File: src/rtl/ili9341_cmd_sequencer.sv
// ILI9341 link controller: panel reset pulse, init ROM walk, then RGB565 pixel streaming.
// Every byte goes to an external SPI shifter through a load/done handshake.
module ili9341_cmd_sequencer #(
    parameter int unsigned ROM_DEPTH        = 48,
    parameter int unsigned RST_LOW_CYC      = 16,
    parameter int unsigned RST_WAIT_CYC     = 32,
    parameter int unsigned SLPOUT_WAIT_CYC  = 64,
    parameter int unsigned PIXELS_PER_FRAME = 76800
) (
    input  logic                         clk,
    input  logic                         rst_n,
    input  logic                         start_i,
    output logic [$clog2(ROM_DEPTH)-1:0] rom_addr_o,
    input  logic [9:0]                   rom_data_i,
    output logic [7:0]                   byte_data_o,
    output logic                         byte_dc_o,
    output logic                         byte_load_o,
    input  logic                         byte_done_i,
    input  logic [15:0]                  pix_data_i,
    input  logic                         pix_valid_i,
    output logic                         pix_ready_o,
    output logic                         lcd_rst_n_o,
    output logic                         init_done_o,
    output logic                         frame_start_o
);

    localparam int unsigned AW       = $clog2(ROM_DEPTH);
    localparam int unsigned DlyMax01 = (RST_LOW_CYC > RST_WAIT_CYC) ? RST_LOW_CYC : RST_WAIT_CYC;
    localparam int unsigned DlyMax   = (DlyMax01 > SLPOUT_WAIT_CYC) ? DlyMax01 : SLPOUT_WAIT_CYC;
    localparam int unsigned DW       = $clog2(DlyMax) + 1;
    localparam int unsigned PW       = $clog2(PIXELS_PER_FRAME) + 1;

    // The INIT_FETCH cycle that follows a wait state completes the wait, so exit one early.
    localparam logic [DW-1:0] RstLowLast  = DW'(RST_LOW_CYC - 1);
    localparam logic [DW-1:0] RstWaitLast = DW'((RST_WAIT_CYC >= 2) ? RST_WAIT_CYC - 2 : 0);
    localparam logic [DW-1:0] SlpLast     = DW'((SLPOUT_WAIT_CYC >= 2) ? SLPOUT_WAIT_CYC - 2 : 0);
    localparam logic [PW-1:0] PixFrame    = PW'(PIXELS_PER_FRAME);
    localparam logic [AW-1:0] RomLast     = AW'(ROM_DEPTH - 1);

    typedef enum logic [2:0] {
        StIdle, StHwRst, StRstWait, StInitFetch, StInitWait, StSlpWait, StStream
    } state_e;

    typedef enum logic [1:0] {PhIdle, PhHiBusy, PhLoBusy, PhCmdBusy} phase_e;

    state_e          state_q;
    phase_e          phase_q;
    logic [DW-1:0]   dly_q;
    logic [PW-1:0]   pix_cnt_q;
    logic [AW-1:0]   rom_addr_q;
    logic [7:0]      byte_data_q;
    logic            byte_dc_q;
    logic            byte_load_q;
    logic [7:0]      pix_lo_q;
    logic            pix_ready_q;
    logic            lcd_rst_n_q;
    logic            init_done_q;
    logic            frame_start_q;
    logic            unused_loop_flag;

    assign unused_loop_flag = rom_data_i[9];

    always_ff @(posedge clk or negedge rst_n) begin
        if (!rst_n) begin
            state_q       <= StIdle;
            phase_q       <= PhIdle;
            dly_q         <= '0;
            pix_cnt_q     <= '0;
            rom_addr_q    <= RomLast;
            byte_data_q   <= 8'h00;
            byte_dc_q     <= 1'b0;
            byte_load_q   <= 1'b0;
            pix_lo_q      <= 8'h00;
            pix_ready_q   <= 1'b0;
            lcd_rst_n_q   <= 1'b0;
            init_done_q   <= 1'b0;
            frame_start_q <= 1'b0;
        end else begin
            byte_load_q   <= 1'b0;
            frame_start_q <= 1'b0;
            case (state_q)
                StIdle: begin
                    if (start_i) begin
                        dly_q   <= '0;
                        state_q <= StHwRst;
                    end
                end
                StHwRst: begin
                    if (dly_q == RstLowLast) begin
                        dly_q       <= '0;
                        lcd_rst_n_q <= 1'b1;
                        state_q     <= StRstWait;
                    end else begin
                        dly_q <= dly_q + 1'b1;
                    end
                end
                StRstWait: begin
                    if (dly_q == RstWaitLast) begin
                        dly_q   <= '0;
                        state_q <= StInitFetch;
                    end else begin
                        dly_q <= dly_q + 1'b1;
                    end
                end
                StInitFetch: begin
                    if (rom_data_i[8:0] == 9'h0FF || rom_addr_q == '0) begin
                        state_q       <= StStream;
                        phase_q       <= PhIdle;
                        init_done_q   <= 1'b1;
                        frame_start_q <= 1'b1;
                        pix_cnt_q     <= '0;
                        pix_ready_q   <= 1'b1;
                    end else begin
                        byte_data_q <= rom_data_i[7:0];
                        byte_dc_q   <= rom_data_i[8];
                        byte_load_q <= 1'b1;
                        state_q     <= StInitWait;
                    end
                end
                StInitWait: begin
                    if (byte_done_i) begin
                        rom_addr_q <= rom_addr_q - 1'b1;
                        if (!byte_dc_q && byte_data_q == 8'h11) begin
                            dly_q   <= '0;
                            state_q <= StSlpWait;
                        end else begin
                            state_q <= StInitFetch;
                        end
                    end
                end
                StSlpWait: begin
                    if (dly_q == SlpLast) begin
                        dly_q   <= '0;
                        state_q <= StInitFetch;
                    end else begin
                        dly_q <= dly_q + 1'b1;
                    end
                end
                StStream: begin
                    unique case (phase_q)
                        PhIdle: begin
                            if (pix_cnt_q == PixFrame) begin
                                byte_data_q   <= 8'h2C;
                                byte_dc_q     <= 1'b0;
                                byte_load_q   <= 1'b1;
                                frame_start_q <= 1'b1;
                                pix_cnt_q     <= '0;
                                pix_ready_q   <= 1'b0;
                                phase_q       <= PhCmdBusy;
                            end else if (pix_valid_i && pix_ready_q) begin
                                byte_data_q <= pix_data_i[15:8];
                                byte_dc_q   <= 1'b1;
                                byte_load_q <= 1'b1;
                                pix_lo_q    <= pix_data_i[7:0];
                                pix_ready_q <= 1'b0;
                                phase_q     <= PhHiBusy;
                            end
                        end
                        PhHiBusy: begin
                            // Low byte goes out the cycle after the high byte completes.
                            if (byte_done_i) begin
                                byte_data_q <= pix_lo_q;
                                byte_dc_q   <= 1'b1;
                                byte_load_q <= 1'b1;
                                phase_q     <= PhLoBusy;
                            end
                        end
                        PhLoBusy: begin
                            if (byte_done_i) begin
                                pix_cnt_q   <= pix_cnt_q + 1'b1;
                                pix_ready_q <= (pix_cnt_q + 1'b1) != PixFrame;
                                phase_q     <= PhIdle;
                            end
                        end
                        PhCmdBusy: begin
                            if (byte_done_i) begin
                                pix_ready_q <= 1'b1;
                                phase_q     <= PhIdle;
                            end
                        end
                    endcase
                end
                default: state_q <= StIdle;
            endcase
        end
    end

    assign rom_addr_o    = rom_addr_q;
    assign byte_data_o   = byte_data_q;
    assign byte_dc_o     = byte_dc_q;
    assign byte_load_o   = byte_load_q;
    assign pix_ready_o   = pix_ready_q;
    assign lcd_rst_n_o   = lcd_rst_n_q;
    assign init_done_o   = init_done_q;
    assign frame_start_o = frame_start_q;

endmodule

File: config.mk
export PLATFORM = sky130hd
export DESIGN_NAME = ili9341_cmd_sequencer
export DESIGN_NICKNAME = d
export VERILOG_FILES = /design/src/rtl/ili9341_cmd_sequencer.sv
export SDC_FILE = /design/constraint.sdc
export NUM_CORES = 1
export LEC_CHECK = 0
export ABC_AREA = 1
export CAP_MARGIN = 25
export CORE_MARGIN = 8
export CORE_UTILIZATION = 40
export DETAILED_ROUTE_END_ITERATION = 8
export PLACE_DENSITY = 0.75
export SLEW_MARGIN = 10
export SYNTH_ARGS = -nofsm -noshare
export SYNTH_HDL_FRONTEND = slang
export SYNTH_SLANG_ARGS = --single-unit
File: constraint.sdc
create_clock -name clk -period 1.55 [get_ports clk]
set_input_delay 0.31 -clock clk [delete_from_list [all_inputs] [get_ports clk]]
set_output_delay 0.31 -clock clk [all_outputs]
set_load 0.005 [all_outputs]
# [Yosys cells after proc, flatten, opt, wreduce, memory -nomap -nowiden]
# Index checks and enable logic that the tools add are counted.
[totals] register_bits=58 in_bits=31 out_inout_bits=20 elab_cells=126
[classes] n_addsub=3 eq_ne=33 mux=55 bitwise_logic=2 n_reduce_logical=20
[op_table] operator="18-bit case mux with 2 select lines" count=2
[op_table] operator="18-bit 2-to-1 mux" count=3
[op_table] operator="7-bit 2-to-1 mux" count=6
[op_table] operator="7-bit case mux with 5 select lines" count=1
[op_table] operator="8-bit 2-to-1 mux" count=4
[op_table] operator="8-bit case mux with 2 select lines" count=2
[op_table] operator="3-bit case mux with 7 select lines" count=1
[op_table] operator="18-bit by 1-bit adder with 18-bit output, second input constant" count=1
[op_table] operator="18-bit by 17-bit equality test with 1-bit output, second input constant" count=1
[op_table] operator="3-bit 2-to-1 mux" count=6
[op_table] operator="18-bit by 17-bit != test with 1-bit output, second input constant" count=1
[op_table] operator="2-bit != test, second input constant" count=8
[op_table] operator="1-bit 2-to-1 mux" count=15
[op_table] operator="3-bit != test, second input constant" count=5
[op_table] operator="5-bit AND reduction" count=3
[op_table] operator="2-bit 2-to-1 mux" count=6
[op_table] operator="1-bit case mux with 2 select lines" count=6
[op_table] operator="6-bit AND reduction" count=2
[op_table] operator="3-bit equality test, second input constant" count=3
[op_table] operator="9-bit by 8-bit equality test with 1-bit output, second input constant" count=1
[op_table] operator="8-bit by 5-bit equality test with 1-bit output, second input constant" count=1
[op_table] operator="4-bit AND reduction" count=2
[op_table] operator="7-bit by 1-bit adder with 7-bit output, second input constant" count=1
[op_table] operator="7-bit by 4-bit equality test with 1-bit output, second input constant" count=1
[op_table] operator="other kinds (24)" count=31

# [Longest topological paths before layout]
[logic_depth] word_depth=5 depth_mapped=14 mapped_depth_nobuf=13

# [Worst setup path after synthesis]
# No wires, ideal clock.
[synth_timing] kind="register -> register" startpoint="reg pix_cnt_q[0]" endpoint="reg pix_lo_q[3]" setup_ns=0.125 t_arrival_ns=1.575 required_time_ns=1.425 setup_slack_ns=-0.150 stages_incl_launch_ff=9 n_path_buf=1 period_less_slack_ns=1.700 cell_sequence="dfrtp_1 -> inv_1 -> ha_1 -> nand2_1 -> nor2_1 -> nand3_2 -> nand4_2 -> buf_2 -> mux2_4"
[synth_via] elab_chain_cells=3
[synth_lines] item="from (decl)" line="49" rtl="logic [PW-1:0] pix_cnt_q;"
[synth_lines] item="from (signal assigned)" line="170" rtl="pix_cnt_q <= pix_cnt_q + 1'b1;"
[synth_lines] item="18-bit by 17-bit equality test with 1-bit output" line="142" rtl="if (pix_cnt_q == PixFrame) begin"
[synth_lines] item="1-bit NOT (no source line)"
[synth_lines] item="4-bit AND reduction (no source line)"
[synth_lines] item="to (signal assigned)" line="154" rtl="pix_lo_q <= pix_data_i[7:0];"
[synth_lines] item="to (decl)" line="54" rtl="logic [7:0] pix_lo_q;"
# Every way passes these cells.
# A chain may end at the register's enable or synchronous reset.

# [Worst setup path after layout]
[layout_timing] startpoint="reg pix_cnt_q[2]" endpoint="reg pix_cnt_q[3]"
[layout_via] elab_chain_cells=4 word_cells_on_any_way=7 classes_between="add/sub (1); eq/ne (2); mux (3); reduce/logical (1)"
[layout_lines] item="18-bit by 1-bit adder with 18-bit output" line="170"
[layout_lines] item="18-bit 2-to-1 mux" line="169" rtl="if (byte_done_i) begin"
[layout_lines] item="18-bit case mux with 2 select lines" line="140" rtl="unique case (phase_q)"
[layout_lines] item="18-bit case mux with 2 select lines" line="81" rtl="case (state_q)"
# Parallel ways exist; a longest one is shown, timed or not. The select of a mux whose other input is x is not followed.

==> impl_metrics.yaml <==
critical_path:
  end_kind: "flip-flop"
  rr_startpoint: "pix_cnt_q[2]"
  criticalPathCategory: "reg2reg"
  ff2ff_setup_slack_ps: -410
  critPathArrivalTime_ps: 2220
  worstPathRequired_ps: 1810
  reg2reg_depth: 10
  start_kind: "flip-flop"
  crit_fanout: 5
  r2r-end: "pix_cnt_q[3]"
final_layout:
  final_common_cell: "buf_4"
  fin_nets: 703
  layout-drive-gt1-share_pct: 48.9
  syn_to_final_growth_pct: 70.1
  insertedDiodeCount: 0
  mostFrequentLayoutCells: "114 x buf_4, 83 x nand2_1, 48 x dfrtp_1"
  final_cells: 779
  fin_util_pct: 70.4
floorplanning:
  initial_core_util_pct: 41.4
  ios: 51
  fp-row-count: 34
  die_y_um: 111
  dieWidth_um: 111
  die-area_mm2: 0.0123
  design.core.area_mm2: 0.00872
logic_synthesis:
  syn-num-nets: 516
  ys_seq_area_share_pct: 40.4
  synthArstFlopShare_pct: 100
  ys_types: 42
  yosysWarnings: 0
  synth_edf_count: 0
  synth_area_mm2: 0.00361
  postSynthCellCount: 479
  synth_top_flop_cell: "dfrtp_1"
  synth_seq_cells: 58
  avgSynthCellArea_um2: 7.53
status:
  status: "finished with violations"
  violations: "negative setup slack"
run:
  max-cap-violations: 0
global_route:
  gr-total-overflow: 0
  grt_pass1_wl_mm: 19.6
  track_usage_pct: 18.5
  antenna_found_initial: 0
  grt_max_degree: 59
  grt_pass1_vias: 4289
place:
  dp_hpwl_mm: 7.77
  dp.cells: 734
  gp_congestion: 0.884
  port_buffers: 49
timing:
  fin_ws_ps: -413
  timing.hold.ws_ps: 465
  finalSetupTns_ps: -11090
  period_share_pct: 127
  final_max_slew_viol_count: 0
  fmax_mhz: 509
  min_period_ps: 1960
  tightestPinTransition_ps: 415
  setup_viol: 51
  slew-limit-headroom_pct: 72.1
  skew_ps: 10.3
  hold_viol: 0
  rsz0062_at_grt: "yes"
detailed_routing:
  finalWirelength_mm: 13.7
  drc: 0
  drt-wirelength-per-cell_um: 17.5
  vias: 4328
  vias_per_cell: 5.56
  drt-pass1-iter-count: 5
  drt_iter0_markers: 282
  ant_nets: 0
pwr:
  p_clk_share_pct: 14.3
  p_leak_nw: 2.81
  p_sw_share_pct: 43.0
  pwr-share-seq_pct: 27.1
  power.switching_w: 0.00406
  power_frac_comb_pct: 58.6
  power_density_mw_per_mm2: 1540
  intPower_w: 0.00539
  vdd_drop_max_uv: 919
clocking:
  numCtsBuffers: 9
  cts_max_path_buffers: 2
  cts_tree: "built"
  cts_htree_levels: 3
  clkTransAtPathRegs_ps: 70
  clock_latency_ps: 340
  cts_sinks: 58
  cts_root_buf: "clkbuf_8"
worst_hold_path:
  hold_end: "init_done_o"
  whs_path_depth: 2
  hp-class: "reg2reg"
  worstHoldStart: "init_done_o"
power by group through the flow:
| stage | combinational (W) | clock, W | sequential, W |
|---|---|---|---|
| after floorplan | 0.00201 | 0 | 0.00250 |
| after global placement | 0.00399 | 0 | 0.00244 |
| after detailed placement | 0.00413 | 0 | 0.00247 |
| after CTS | 0.00459 | 0.00134 | 0.00247 |
| after global routing | 0.00597 | 0.00143 | 0.00262 |
| final | 0.00554 | 0.00135 | 0.00257 |
kinds of logic (layout without fill, tap and decap cells):
group	Yosys count	after routing	share of synthesized area, %
AO/OA/AOI/OAI	75	75	12.8
XOR/XNOR	9	9	2.18
adder cells (fa/ha/maj)	6	6	2.08
buffers and inverters	77	267	8.91
flip-flops	58	58	40.4
multiplexers	4	4	1.46
AND/OR/NAND/NOR	250	252	32.1
final cells by class:
class                   instances  area (µm²)
clock buffers                  14         173
fillers                       541        2580
inverters                      68         263
repair buffers                183        1580
multi-input cells             346        2520
clock inverters                 2        10.0
well taps                     108         135
flip-flops and latches         58        1460
how the worst max path moves through the flow:
| stage | to | from | depth (start not counted) | slack [ps] |
|---|---|---|---|---|
| after floorplan | pix_cnt_q[13] | pix_cnt_q[0] | 11 | -110 |
| final | pix_cnt_q[3] | pix_cnt_q[2] | 10 | -410 |
| after global placement | pix_cnt_q[10] | rom_data_i[7] | 11 | -370 |
| after CTS | pix_ready_o | pix_cnt_q[0] | 13 | -240 |
| after global routing | pix_cnt_q[5] | pix_cnt_q[2] | 9 | -510 |
| after detailed placement | pix_cnt_q[11] | rom_data_i[5] | 11 | -370 |
per-stage QoR:
step	power, W	setup slack (ps)	area (µm²)
floorplan	0.00451	-111	3650
global placement	0.00643	-372	5010
detailed placement	0.00659	-372	5010
CTS	0.00840	-237	5600
global route	0.0100	-509	6140
finish	0.00945	-413	6140
sequential cells by signal (all words and copies together) (netlist names), 2 cells and up:
name         cells
phase_q          2
state_q          3
pix_lo_q         8
rom_addr_o       6
dly_q            7
byte_data_o      8
pix_cnt_q       18
layer usage:
metal	wire [µm]	part of all wire (%)	global-route usage, %	vias up
li1	-	-	-	1953
met1	5330	39	21.6	2108
met2	7020	51	32.6	213
met3	773	5.7	4.82	54
met4	546	4.0	5.05	0
met5	0	0	0	-
synthesized netlist by cell type (3+ instances only):
| cell type | instances | area share [%] |
|---|---|---|
| a21oi_1 | 17 | 2.4 |
| a31oi_1 | 4 | 0.69 |
| buf_2 | 3 | 0.42 |
| buf_6 | 3 | 0.94 |
| dfrtp_1 | 53 | 37 |
| dfstp_2 | 5 | 3.6 |
| ha_1 | 6 | 2.1 |
| inv_1 | 60 | 6.2 |
| inv_2 | 7 | 0.73 |
| nand2_1 | 111 | 12 |
| nand3_1 | 39 | 5.4 |
| nand4_1 | 18 | 3.1 |
| nor2_1 | 61 | 6.3 |
| nor3_1 | 3 | 0.42 |
| o21ai_0 | 20 | 2.8 |
| o21ai_1 | 11 | 1.5 |
| o21ai_2 | 11 | 2.7 |
| o31ai_1 | 4 | 0.83 |
| xor2_1 | 7 | 1.7 |
critical path: stages (launching register included):
cell     delay [ps]
dfrtp_2         450
nor2_1          150
nand3_1         130
nor2_2          170
nand3_4         130
a21oi_4         270
nand2_8         130
nor2_4          160
buf_6           150
nand2_1          80
o21ai_2          60
timing repair:
item / CTS / global route
cloned: 3 / 0
pin swaps: 29 / 43
hold buffers: 1 / 0
endpoints found under the hold margin: 53 / 0
setup buffers: 13 / 16
resized for setup: 88 / 134
setup endpoints to repair: 62 / 63
No activity file was read; power rests on OpenSTA's default activity.
